[src/rtl/disp_scan_ctrl_if.sv]
// Bus bundle between the display scan controller and whatever drives it.
// Optional feature macro: DISP_BLANK_EN adds the per-digit blanking mask.
interface disp_scan_ctrl_if;
  logic       en;
  logic       load;
  logic [7:0] d0;
  logic [7:0] d1;
  logic [7:0] d2;
  logic [7:0] d3;
  logic [7:0] q0;
  logic [7:0] q1;
  logic [7:0] q2;
  logic [7:0] q3;
  logic [1:0] sel;
  logic [3:0] an;
  logic       tick;
  logic       pending;
`ifdef DISP_BLANK_EN
  logic [3:0] blank;
`endif

  // Side that supplies scan control and new digit data
  modport master (
`ifdef DISP_BLANK_EN
    output blank,
`endif
    output en, load, d0, d1, d2, d3,
    input  q0, q1, q2, q3, sel, an, tick, pending
  );

  // The scan controller itself
  modport slave (
`ifdef DISP_BLANK_EN
    input  blank,
`endif
    input  en, load, d0, d1, d2, d3,
    output q0, q1, q2, q3, sel, an, tick, pending
  );
endinterface

[src/rtl/disp_scan_ctrl.sv]
// Display scan controller: prescaled 2-bit digit select, registered active-low
// anodes and four double-buffered digit registers that only change at a frame
// boundary (sel 3->0) while the display is lit.
// Optional feature macro: DISP_BLANK_EN (per-digit anode blanking mask).
module disp_scan_ctrl #(
  parameter int CLK_DIV = 100000
) (
  input  logic             clk,
  input  logic             rst,
  disp_scan_ctrl_if.slave  bus
);

  localparam int CW = (CLK_DIV > 1) ? $clog2(CLK_DIV) : 1;
  localparam logic [CW-1:0] CNT_MAX = CW'(CLK_DIV - 1);

  logic [CW-1:0]   cnt_q, cnt_d;
  logic [1:0]      sel_q, sel_d;
  logic [3:0]      an_q, an_d;
  logic            tick_q, tick_d;
  logic            pending_q, pending_d;
  logic [3:0][7:0] q_q, q_d;
  logic [3:0][7:0] shadow_q, shadow_d;

  logic            step;
  logic            boundary;
  logic [3:0][7:0] d_in;

  assign d_in = {bus.d3, bus.d2, bus.d1, bus.d0};

  // Prescaler, digit select, step pulse and anode pattern for the next cycle
  always_comb begin
    step     = bus.en && (cnt_q == CNT_MAX);
    boundary = step && (sel_q == 2'd3);
    cnt_d    = cnt_q;
    if (bus.en) begin
      cnt_d = step ? '0 : cnt_q + CW'(1);
    end
    sel_d  = step ? sel_q + 2'd1 : sel_q;
    tick_d = step;
    an_d   = bus.en ? ~(4'b0001 << sel_d) : 4'b1111;
`ifdef DISP_BLANK_EN
    an_d   = an_d | bus.blank;
`endif
  end

  // Shadow capture and commit; lit display commits only on a frame boundary
  always_comb begin
    q_d       = q_q;
    shadow_d  = shadow_q;
    pending_d = pending_q;
    if (bus.en) begin
      if (boundary) begin
        if (bus.load) begin
          q_d       = d_in;
          shadow_d  = d_in;
          pending_d = 1'b0;
        end else if (pending_q) begin
          q_d       = shadow_q;
          pending_d = 1'b0;
        end
      end else if (bus.load) begin
        shadow_d  = d_in;
        pending_d = 1'b1;
      end
    end else begin
      if (bus.load) begin
        q_d       = d_in;
        pending_d = 1'b0;
      end else if (pending_q) begin
        q_d       = shadow_q;
        pending_d = 1'b0;
      end
    end
  end

  // State registers with synchronous reset
  always_ff @(posedge clk) begin
    if (rst) begin
      cnt_q     <= '0;
      sel_q     <= 2'd0;
      an_q      <= 4'b1111;
      tick_q    <= 1'b0;
      pending_q <= 1'b0;
      q_q       <= '0;
      shadow_q  <= '0;
    end else begin
      cnt_q     <= cnt_d;
      sel_q     <= sel_d;
      an_q      <= an_d;
      tick_q    <= tick_d;
      pending_q <= pending_d;
      q_q       <= q_d;
      shadow_q  <= shadow_d;
    end
  end

  assign bus.q0      = q_q[0];
  assign bus.q1      = q_q[1];
  assign bus.q2      = q_q[2];
  assign bus.q3      = q_q[3];
  assign bus.sel     = sel_q;
  assign bus.an      = an_q;
  assign bus.tick    = tick_q;
  assign bus.pending = pending_q;

endmodule

[src/flat_wrapper.sv]
// flat-port wrapper written by rule: the top's interface ports become plain ports
module disp_scan_ctrl_flat 
#(
  parameter int CLK_DIV = 100000
)
  (clk, rst, bus_en, bus_load, bus_d0, bus_d1, bus_d2, bus_d3, bus_q0, bus_q1, bus_q2, bus_q3, bus_sel, bus_an, bus_tick, bus_pending);
  disp_scan_ctrl_if bus_i ();
  input  logic clk;
  input  logic rst;
  input wire logic [$bits(bus_i.en)-1:0] bus_en;
  input wire logic [$bits(bus_i.load)-1:0] bus_load;
  input wire logic [$bits(bus_i.d0)-1:0] bus_d0;
  input wire logic [$bits(bus_i.d1)-1:0] bus_d1;
  input wire logic [$bits(bus_i.d2)-1:0] bus_d2;
  input wire logic [$bits(bus_i.d3)-1:0] bus_d3;
  output wire logic [$bits(bus_i.q0)-1:0] bus_q0;
  output wire logic [$bits(bus_i.q1)-1:0] bus_q1;
  output wire logic [$bits(bus_i.q2)-1:0] bus_q2;
  output wire logic [$bits(bus_i.q3)-1:0] bus_q3;
  output wire logic [$bits(bus_i.sel)-1:0] bus_sel;
  output wire logic [$bits(bus_i.an)-1:0] bus_an;
  output wire logic [$bits(bus_i.tick)-1:0] bus_tick;
  output wire logic [$bits(bus_i.pending)-1:0] bus_pending;
  assign bus_i.en = bus_en;
  assign bus_i.load = bus_load;
  assign bus_i.d0 = bus_d0;
  assign bus_i.d1 = bus_d1;
  assign bus_i.d2 = bus_d2;
  assign bus_i.d3 = bus_d3;
  assign bus_q0 = bus_i.q0;
  assign bus_q1 = bus_i.q1;
  assign bus_q2 = bus_i.q2;
  assign bus_q3 = bus_i.q3;
  assign bus_sel = bus_i.sel;
  assign bus_an = bus_i.an;
  assign bus_tick = bus_i.tick;
  assign bus_pending = bus_i.pending;
  disp_scan_ctrl #(.CLK_DIV(CLK_DIV)) u_core (.clk(clk), .rst(rst), .bus(bus_i));
endmodule
[config.mk]
export PLATFORM = sky130hd
export DESIGN_NAME = disp_scan_ctrl_flat
export DESIGN_NICKNAME = d
export VERILOG_FILES = /design/src/rtl/disp_scan_ctrl_if.sv /design/src/rtl/disp_scan_ctrl.sv /design/src/flat_wrapper.sv
export SDC_FILE = /design/constraint.sdc
export NUM_CORES = 1
export LEC_CHECK = 0
export CORE_MARGIN = 5
export CORE_UTILIZATION = 56
export DETAILED_ROUTE_END_ITERATION = 6
export PLACE_DENSITY = 0.85
export SLEW_MARGIN = 20
export SYNTH_ARGS = -nofsm -noshare
export SYNTH_HDL_FRONTEND = slang
export SYNTH_SLANG_ARGS = --single-unit
export TNS_END_PERCENT = 5
[constraint.sdc]
create_clock -name clk -period 3.5 [get_ports clk]
set_input_delay 0.35 -clock clk [delete_from_list [all_inputs] [get_ports clk]]
set_output_delay 0.35 -clock clk [all_outputs]
set_load 0.03 [all_outputs]
After elaboration in Yosys (flattened, before gate mapping)
Cells that the tools add are included.
W data, S select, Z words.

cells by class
  shift-type cells = 1
  bitwise operators = 2
  add/subtract/negate cells = 2
  equal/unequal tests = 3
  reduce and logical (&&, ||, !) cells = 5
  multiplexer cells = 6

operators with widths
  kind                     number
  $mux W32                 4
  $add A17 B1 Y17 const B  1
  $eq A17 B17 Y1 const B   1
  $mux W17                 1
  $not A4 Y4               1
  $shl A1 B2 Y4 const A    1
  $reduce_or A3 Y1         1
  $add A2 B1 Y2 const B    1
  $eq A2 B2 Y1 const B     1
  $logic_and A1 B1 Y1      2
  $mux W2                  1
  $ne A2 B1 Y1 const B     1
  $reduce_and A2 Y1        1
  $reduce_or A2 Y1         1
  $not A1 Y1               1

word-level totals
  register bits = 89
  word-level logic and storage cells = 32
  input port bits = 36
  output and inout bits = 40

Longest topological paths before layout
  depth after elaboration = 5
  gate-level depth with buffers = 7
  depth with buffers taken out = 5

Least setup slack after synthesis
OpenSTA, ideal clock, no wires.

  path type = flip-flop to flip-flop
  start = register u_core.cnt_q[0]
  end = register u_core.q_q (netlist bit u_core.bus.q0[0])
  path buffers = 2
  arrival time = 1.754 ns
  cell stages (with the launch flop) = 8
  required time = 3.366 ns
  setup time = 0.134 ns
  period minus slack after synthesis = 1.888 ns
  path slack = 1.612 ns
  cells stage by stage = dfxtp_1 -> ha_1 -> clkbuf_1 -> nand4bb_1 -> or2_4 -> o31ai_4 -> buf_6 -> a211oi_1

between the ends
  longest elaborated chain between the ends = 4

ends and longest elaborated chain
  item                      RTL line              text
  start: declaration        disp_scan_ctrl.sv:16  logic [CW-1:0] cnt_q, cnt_d;
  start signal: assignment  disp_scan_ctrl.sv:87  cnt_q <= cnt_d;
  $eq A17 B17 Y1            disp_scan_ctrl.sv:32  step = bus.en && (cnt_q == CNT_MAX);
  $logic_and A1 B1 Y1       disp_scan_ctrl.sv:32
  $logic_and A1 B1 Y1       disp_scan_ctrl.sv:33  boundary = step && (sel_q == 2'd3);
  $ne A2 B1 Y1 (no line)    n/a
  end signal: assignment    disp_scan_ctrl.sv:92  q_q <= q_d;
  end: declaration          disp_scan_ctrl.sv:21  logic [3:0][7:0] q_q, q_d;

Every way passes these cells.
A chain may end at the register's enable or synchronous reset.

Worst setup path after layout
  start = input bus_en
  end = register u_core.q_q (netlist bit u_core.bus.q2[0])

between the ends
  longest elaborated chain between the ends = 3
  elaborated cells between the ends (all ways) = 4
  classes of those cells = 1 x eq/ne; 1 x mux; 2 x reduce/logical

ends and longest elaborated chain
  item                    RTL line              text
  start: declaration      flat_wrapper.sv:10    input wire logic [$bits(bus_i.en)-1:0] bus_en;
  $logic_and A1 B1 Y1     disp_scan_ctrl.sv:32
  $logic_and A1 B1 Y1     disp_scan_ctrl.sv:33
  $ne A2 B1 Y1 (no line)  n/a

Parallel ways exist; a longest one is shown, timed or not.

==> impl_metrics.tcl <==
set metrics [dict create \
    drc 0 \
    clkLatencyLatePin_ns 0.36 \
    layout_commonest_cell "dfxtp_1" \
    ys_seq_elements 89 \
    layout.nets 560 \
    worstSetupEndpointType "register" \
    htreeDepth 3 \
    holdCritPathClass "primary input to register" \
    critical-path-max-stage-delay_ns 0.66 \
    hpwl_um 6370 \
    fin_util_pct 72.0 \
    cts_root_buf "clkbuf_8" \
    post_cts_buffers 0 \
    tightest_slew_ns 0.700 \
    crit_slowest_cell "clkdlybuf4s50_1" \
    routed_wl_um 9620 \
    grt_max_degree 40 \
    ant_nets 0 \
    synth_flop_cell "dfxtp_1" \
    wire_per_inst_um 15.4 \
    status "complete, no violations" \
    maxSlewHeadroom_pct 53.3 \
    syn-cell-area_um2 3990 \
    p_leak_nw 1.84 \
    fmax_ghz 0.423 \
    power_density_nw_per_um2 431 \
    post-route-min-period_ns 2.37 \
    finalCritPeriodShare_pct 67.6 \
    rows 30 \
    cts_made_buffers 9 \
    final_cell_mix "dfxtp_1, a21oi_1, nand2_1" \
    synth_cells 466 \
    drive_above_1_share_pct 6.07 \
    grt_pass1_wl_um 15800 \
    cts-resized-gates 0 \
    clock-sinks 89 \
    place.gp.congestion 0.835 \
    critPathLaunchType "primary input" \
    clock_skew_ns 0.0135 \
    total_power_mw 2.13 \
    yosys_warnings 0 \
    io_buffers 75 \
    antenna_cells 0 \
    path_clk_slew_ns 0.09 \
    track_usage_pct 22.1 \
    ios 76 \
    start_util_pct 58.1 \
    cap_violations 0 \
    synth_area_per_cell_um2 8.57 \
    grt_pass1_vias 3326 \
    vias 3494 \
    crit_arrival_ns 2.59 \
    critPathRequiredTime_ns 3.72 \
    tns_ns 0 \
    synthArstFlopShare_pct 0 \
    antenna_found_initial 0 \
    die_x_um 94.4 \
    cts_tree "done" \
    drtIter0Drc 171 \
    rsz0062_at_grt "no" \
    finalMaxSlewViolations 0 \
    vdd_ir_drop_max_v 0.000266 \
    clock_path_buffers 2 \
    cts_hold_buf 0 \
    ys_types 36 \
    area_growth_pct 24.0 \
    ys_seq_area_share_pct 44.6 \
    dieArea_um2 8920 \
    synth-edff-count 0 \
    finalHoldViolCount 0 \
    finalSetupViolCount 0 \
    synth.net_count 504 \
    core-area_um2 6870 \
    worstPathCellList "clkdlybuf4s50_1 > and4_1 > nand3_1 > o31ai_4 > buf_4 > a211oi_1" \
    drt_first_pass_iters 4 \
    vias_per_cell 5.61 \
    overflow 0 \
    worstPathMaxFanout 32 \
    crit_type "primary input to register" \
    die_y_um 94.4 \
]
power breakdown:
group | total (mW) | internal [mW] | switching, mW | leakage (nW)
registers | 1.08 | 1.06 | 0.0241 | 0.728
logic | 0.330 | 0.149 | 0.181 | 1.01
clock network | 0.718 | 0.337 | 0.381 | 0.101
total | 2.13 | 1.55 | 0.586 | 1.84
path summary, 6_finish.rpt:
kind | startpoint | endpoint | slack (ns) | depth (start not counted)
max reg2reg | u_core.cnt_q[0] | u_core.bus.q2[0] | 1.22 | 6
min reg2reg | u_core.shadow_q[23] | u_core.shadow_q[23] | 0.46 | 2
min | bus_load | u_core.bus.pending | 0.36 | 3
max | bus_en | u_core.bus.q2[0] | 1.13 | 6
Yosys cell counts (2+ instances only):
| library cell | number | area (µm²) |
|---|---|---|
| or4_1 | 2 | 15.0 |
| nor4_1 | 3 | 18.8 |
| mux2i_1 | 32 | 320 |
| o31ai_1 | 2 | 15.0 |
| nand4_1 | 7 | 43.8 |
| nor2_1 | 14 | 52.6 |
| nand2_1 | 75 | 282 |
| o21ai_0 | 11 | 55.1 |
| ha_1 | 2 | 25.0 |
| xor2_1 | 7 | 61.3 |
| nor3_1 | 4 | 20.0 |
| a21oi_1 | 76 | 380 |
| buf_2 | 7 | 35.0 |
| and2_1 | 2 | 12.5 |
| dfxtp_1 | 89 | 1780 |
| and3_1 | 3 | 18.8 |
| clkbuf_1 | 27 | 101 |
| xnor2_1 | 4 | 35.0 |
| or3_1 | 4 | 25.0 |
| and4_1 | 4 | 35.0 |
| a211oi_1 | 33 | 248 |
| nor2b_1 | 2 | 12.5 |
| buf_6 | 4 | 45.0 |
| nand2b_1 | 36 | 225 |
| nand3_1 | 5 | 25.0 |
worst max-delay path, delay by kind of cell:
family	cells	cell delay [ns]
buffers and inverters	2	1.03
AND/OR/NAND/NOR	2	0.73
AO/OA/AOI/OAI	2	0.46
routing by layer:
metal	wire [µm]	share of wire, %	GRT usage (%)	vias to the layer above
li1	-	-	-	1738
met1	4160	43	28.8	1642
met2	4720	49	36.5	107
met3	674	7.0	4.14	7
met4	68	0.71	8.06	0
met5	0	0	0	-
area by class of cell:
class,count,area [µm²]
well taps,96,120
clock buffers,9,124
multi-input cells,337,2030
flip-flops and latches,89,1780
clock inverters,7,80.1
inverters,1,3.75
repair buffers,84,808
fillers,546,1920
registers in the layout (all words and copies together), names as in the netlist:
register            cells
u_core.cnt_q           17
u_core.bus.q2           8
u_core.bus.an           4
u_core.bus.q1           8
u_core.bus.tick         1
u_core.bus.sel          2
u_core.bus.q0           8
u_core.shadow_q        32
u_core.bus.pending      1
u_core.bus.q3           8
metrics by stage:
step           setup WS (ns)  hold slack, ns  area, µm²  cells
6_report                1.13           0.360       4950    623
5_1_grt                0.960           0.405       4950    623
4_1_cts                 1.19           0.353       4950    623
3_5_place_dp           0.792           0.446       4740    607
3_3_place_gp           0.873           0.440       4740    607
2_1_floorplan           1.61           0.436       3990    466
cell families after synthesis:
kind of cell	count (synthesis)	share of synthesized area, %
AND/OR/NAND/NOR	166	21.0
AO/OA/AOI/OAI	126	18.6
flip-flops	89	44.6
buffers and inverters	40	4.73
multiplexers	32	8.03
XOR/XNOR	11	2.41
adder cells (fa/ha/maj)	2	0.627
(Power assumes the default switching activity.)
